<file path="src/rtl/sync_fifo_if.sv">
// sync_fifo_if: producer/consumer bundle for sync_fifo.
//   master : drives wr_en, rd_en, d_in; observes full, empty, d_out
//   slave  : the FIFO side of the same signals
//   FIFO_STATUS_EN adds count/overflow/underflow (slave -> master).
interface sync_fifo_if #(
  parameter int WIDTH = 8,
  parameter int DEPTH = 8
);
  localparam int AW = $clog2(DEPTH);

  logic             wr_en;
  logic             rd_en;
  logic [WIDTH-1:0] d_in;
  logic             full;
  logic             empty;
  logic [WIDTH-1:0] d_out;
`ifdef FIFO_STATUS_EN
  logic [AW:0]      count;
  logic             overflow;
  logic             underflow;
`endif

  modport master (
    output wr_en, rd_en, d_in,
    input  full, empty, d_out
`ifdef FIFO_STATUS_EN
    , input count, overflow, underflow
`endif
  );

  modport slave (
    input  wr_en, rd_en, d_in,
    output full, empty, d_out
`ifdef FIFO_STATUS_EN
    , output count, overflow, underflow
`endif
  );
endinterface

</file>
<file path="src/rtl/sync_fifo.sv">
// sync_fifo: single-clock FIFO, DEPTH x WIDTH, registered read data.
// Ports:
//   clk  - rising-edge clock
//   rst  - asynchronous active-low reset (clears pointers and d_out)
//   bus  - sync_fifo_if.slave: wr_en/rd_en/d_in in, full/empty/d_out out
// Optional: define FIFO_STATUS_EN to add count, sticky overflow and
// sticky underflow to the bus.
// DEPTH must be a power of two >= 2 so the wrap bit scheme holds.
module sync_fifo #(
  parameter int WIDTH = 8,
  parameter int DEPTH = 8
) (
  input logic         clk,
  input logic         rst,
  sync_fifo_if.slave  bus
);
  localparam int AW = $clog2(DEPTH);

  logic [WIDTH-1:0] r_mem [DEPTH];
  logic [AW:0]      r_wr_ptr;
  logic [AW:0]      r_rd_ptr;
  logic [WIDTH-1:0] r_d_out;

  logic             w_full;
  logic             w_empty;
  logic             w_wr_acc;
  logic             w_rd_acc;

  // Extra MSB distinguishes a full lap from an empty FIFO.
  assign w_empty = (r_wr_ptr == r_rd_ptr);
  assign w_full  = (r_wr_ptr[AW] != r_rd_ptr[AW]) &&
                   (r_wr_ptr[AW-1:0] == r_rd_ptr[AW-1:0]);

  // Qualified against pre-edge flags; rst term keeps X requests during
  // reset from touching memory.
  assign w_wr_acc = bus.wr_en & ~w_full  & rst;
  assign w_rd_acc = bus.rd_en & ~w_empty & rst;

  // Storage is never reset.
  always_ff @(posedge clk) begin
    if (w_wr_acc) r_mem[r_wr_ptr[AW-1:0]] <= bus.d_in;
  end

  always_ff @(posedge clk or negedge rst) begin
    if (!rst) begin
      r_wr_ptr <= '0;
      r_rd_ptr <= '0;
      r_d_out  <= '0;
    end else begin
      if (w_wr_acc) r_wr_ptr <= r_wr_ptr + (AW+1)'(1);
      if (w_rd_acc) begin
        r_d_out  <= r_mem[r_rd_ptr[AW-1:0]];
        r_rd_ptr <= r_rd_ptr + (AW+1)'(1);
      end
    end
  end

  assign bus.full  = w_full;
  assign bus.empty = w_empty;
  assign bus.d_out = r_d_out;

`ifdef FIFO_STATUS_EN
  logic r_overflow;
  logic r_underflow;

  always_ff @(posedge clk or negedge rst) begin
    if (!rst) begin
      r_overflow  <= 1'b0;
      r_underflow <= 1'b0;
    end else begin
      if (bus.wr_en && w_full)  r_overflow  <= 1'b1;
      if (bus.rd_en && w_empty) r_underflow <= 1'b1;
    end
  end

  assign bus.count     = r_wr_ptr - r_rd_ptr;
  assign bus.overflow  = r_overflow;
  assign bus.underflow = r_underflow;
`endif
endmodule

</file>
<file path="src/flat_wrapper.sv">
// flat-port wrapper written by rule: the top's interface ports become plain ports
module sync_fifo_flat 
#(
  parameter int WIDTH = 8,
  parameter int DEPTH = 8
)
  (clk, rst, bus_wr_en, bus_rd_en, bus_d_in, bus_full, bus_empty, bus_d_out);
  sync_fifo_if #(.WIDTH(WIDTH), .DEPTH(DEPTH)) bus_i ();
  input logic clk;
  input logic rst;
  input wire logic [$bits(bus_i.wr_en)-1:0] bus_wr_en;
  input wire logic [$bits(bus_i.rd_en)-1:0] bus_rd_en;
  input wire logic [$bits(bus_i.d_in)-1:0] bus_d_in;
  output wire logic [$bits(bus_i.full)-1:0] bus_full;
  output wire logic [$bits(bus_i.empty)-1:0] bus_empty;
  output wire logic [$bits(bus_i.d_out)-1:0] bus_d_out;
  assign bus_i.wr_en = bus_wr_en;
  assign bus_i.rd_en = bus_rd_en;
  assign bus_i.d_in = bus_d_in;
  assign bus_full = bus_i.full;
  assign bus_empty = bus_i.empty;
  assign bus_d_out = bus_i.d_out;
  sync_fifo #(.WIDTH(WIDTH), .DEPTH(DEPTH)) u_core (.clk(clk), .rst(rst), .bus(bus_i));
endmodule
</file>
<file path="config.mk">
export PLATFORM = sky130hd
export DESIGN_NAME = sync_fifo_flat
export DESIGN_NICKNAME = d
export VERILOG_FILES = /design/src/rtl/sync_fifo_if.sv /design/src/rtl/sync_fifo.sv /design/src/flat_wrapper.sv
export SDC_FILE = /design/constraint.sdc
export NUM_CORES = 1
export LEC_CHECK = 0
export CORE_MARGIN = 5
export CORE_UTILIZATION = 50
export DETAILED_ROUTE_END_ITERATION = 7
export PLACE_DENSITY_LB_ADDON = 0.12
export SLEW_MARGIN = 20
export SYNTH_ARGS = -nofsm -noshare
export SYNTH_HDL_FRONTEND = slang
export SYNTH_SLANG_ARGS = --single-unit
</file>
<file path="constraint.sdc">
create_clock -name clk -period 2.75 [get_ports clk]
set_input_delay 0.55 -clock clk [delete_from_list [all_inputs] [get_ports clk]]
set_output_delay 0.55 -clock clk [all_outputs]
set_load 0.05 [all_outputs]
</file>
==> out/metrics.cfg <==
[routing]
num_vias = 1588
drtIter0Drc = 140
ant_nets = 0
dr.pass1.iters = 4
vias_per_cell = 5.46
routed_wl_um = 5660
wl_per_cell_um = 19.4
remaining_drc_errors = 0

[placement]
place_congestion = 0.748
numPortBuffers = 21
dp.cells = 275
hpwl_um = 3860

[layout]
area_delta_synth_final_pct = 18.8
antennaDiodeCount = 0
nNetsFinal = 223
fillers = 456
final_cells = 291
final_util_pct = 60.8
drive_above_1_share_pct = 27.6

[critical_path]
rr_startpoint = u_core.r_rd_ptr[1]$_DFFE_PN0P_
reg2reg_to = u_core.r_mem[0][0]$_DFFE_PP_
worstPathArrival_ps = 1730
crit_path_max_fanout = 9
cp-end-kind = output pin
required_ps = 2200
reg2reg_depth = 6
rrSetupSlack_ps = 800
crit_type = register to output pin
worstSetupStartpointType = register

[global_routing]
grt_max_degree = 20
grt-ovfl-total = 0
grtUsageTotal_pct = 15.0
grt_pass1_wl_um = 9110
antenna_found_initial = 0
grt_pass1_vias = 1650

[pwr]
power.share.clock_pct = 22.4
p_comb_share_pct = 37.6
internal_power_mw = 2.73
p_switching_mw = 1.44
seqPwrFrac_pct = 40.0
netSwitchingFraction_pct = 34.5
ir_drop_v = 0.000797
power_density_nw_per_um2 = 1080
p_leak_nw = 1.35

[floorplan]
start_util_pct = 51.2
row_count = 29
die_area_um2 = 8210
ioPinCount = 22
design.core.area_um2 = 6350
die_w_um = 90.6
die_h_um = 90.6

[timing]
rsz0062_at_grt = false
drv_slew = 0
fin_crit_sh_pct = 82.8
fmax_mhz = 439
fin_hold_ws_ps = 527
finalSetupTns_ps = 0
timing.slew.headroom_pct = 58.5
report.final.hold_viol_count = 0
worst-slew-pin-transition_ps = 622
setup_viol = 0
min_period_ps = 2280
fin_skew_ps = 6.59

[job]
max-cap-violations = 0

[clock_network]
ctsRootBufferMaster = clkbuf_8
post_cts_resized = 0
post_cts_buffers = 0
cts_sinks = 80
htree_levels = 3
numCtsBuffers = 9
insertion_delay_ps = 350
cts_tree = yes
clockBufferDepth = 2
clk_pin_slew_worst_paths_ps = 80
cts_hold_buffers = 0

[status]
status = complete, no violations

[synthesis]
avgSynthCellArea_um2 = 19.2
ys_seq_elements = 80
synth_top_area_cell = edfxtp_1
synth_edf_count = 64
ys.flop_type = edfxtp_1
synth_nets = 183
netlist_area_um2 = 3250
synth_top_area_share_pct = 59.2
async_flop_share_pct = 20.0
synth.most_common_cell = edfxtp_1
syn_inst = 169
yosysSeqAreaShare_pct = 71.5
synth_commonest_cells = edfxtp_1, dfrtp_1, mux4_2
ys_warn_count = 0
synthTopCellsByArea = edfxtp_1, dfrtp_1, mux4_2
ys_types = 24

[worst_hold_path]
min_path_type = input port to asynchronous set/reset pin

critical path: stages, from the launching register on:
cell,delay (ps)
dfrtp_1,540
xnor2_4,260
nand2_1,100
nor3_1,300
buf_12,190
state kept, by name, summed over array words and instances, names as in the netlist:
register          cells
u_core.r_mem         64
u_core.bus.d_out      8
u_core.r_wr_ptr       4
u_core.r_rd_ptr       4
cell usage in the layout, fill, tap and decap left out, types with 3 or more instances in the layout:
master	synthesis	routed
xor2_1	4	4
clkbuf_8	0	9
xnor2_1	4	4
a21oi_1	8	8
nor3_1	4	4
nor2_1	13	13
clkdlybuf4s50_1	0	19
nand2b_1	3	3
buf_4	2	17
nand2_1	7	7
dfrtp_1	16	16
xnor2_2	3	3
mux4_2	16	16
edfxtp_1	64	64
mux2i_1	8	8
through the flow:
step	setup slack, ps	instance area [um^2]	power, mW
after floorplan	167	3250	2.85
after detailed placement	369	3640	3.28
final	473	3860	4.17
after global routing	383	3860	4.38
after global placement	410	3640	3.25
after CTS	464	3860	4.20
area by class of cell:
type	count	area (um^2)	share of cell area [%]
Sequential cell	80	2320	60.2
Multi-Input combinational cell	79	860	22.3
Timing Repair Buffer	38	358	9.27
Clock buffer	9	124	3.21
Tap cell	77	96.3	2.50
Clock inverter	7	95.1	2.46
Inverter	1	3.75	0.0973
power groups by stage:
stage               Clock [mW]  Sequential, mW  Combinational (mW)
floorplan                    0            1.82                1.02
global placement             0            1.68                1.57
CTS                      0.949            1.67                1.59
global route              1.01            1.69                1.68
detailed placement           0            1.69                1.59
finish                   0.934            1.67                1.57
per-layer routing:
layer	track usage (%)	share of wire (%)	up-vias
met4	6.70	1.8	0
met5	0	0	-
met1	19.3	44	811
met3	4.92	4.7	13
met2	23.1	49	30
li1	-	-	734
worst max path at each step:
stage	start	end	cells after the start
after global routing	u_core.r_wr_ptr[0]$_DFFE_PN0P_	bus_empty	4
final	u_core.r_wr_ptr[0]$_DFFE_PN0P_	bus_full	4
after CTS	u_core.r_wr_ptr[0]$_DFFE_PN0P_	bus_full	4
after global placement	rst	u_core.r_mem[4][6]$_DFFE_PP_	6
after detailed placement	rst	u_core.bus.d_out[6]$_DFFE_PN0P_	7
after floorplan	u_core.r_rd_ptr[1]$_DFFE_PN0P_	bus_empty	4
cell families after synthesis:
kind of cell	share of synthesized area, %
adders and majority gates	0.770
xor gates and xnor gates	4.51
muxes	14.3
AOI/OAI and AO/OA	2.58
and+or+nand+nor	4.35
buffers and inverters	2.04
DFF	71.5
Note: power is estimated with default switching activity, not from simulation.
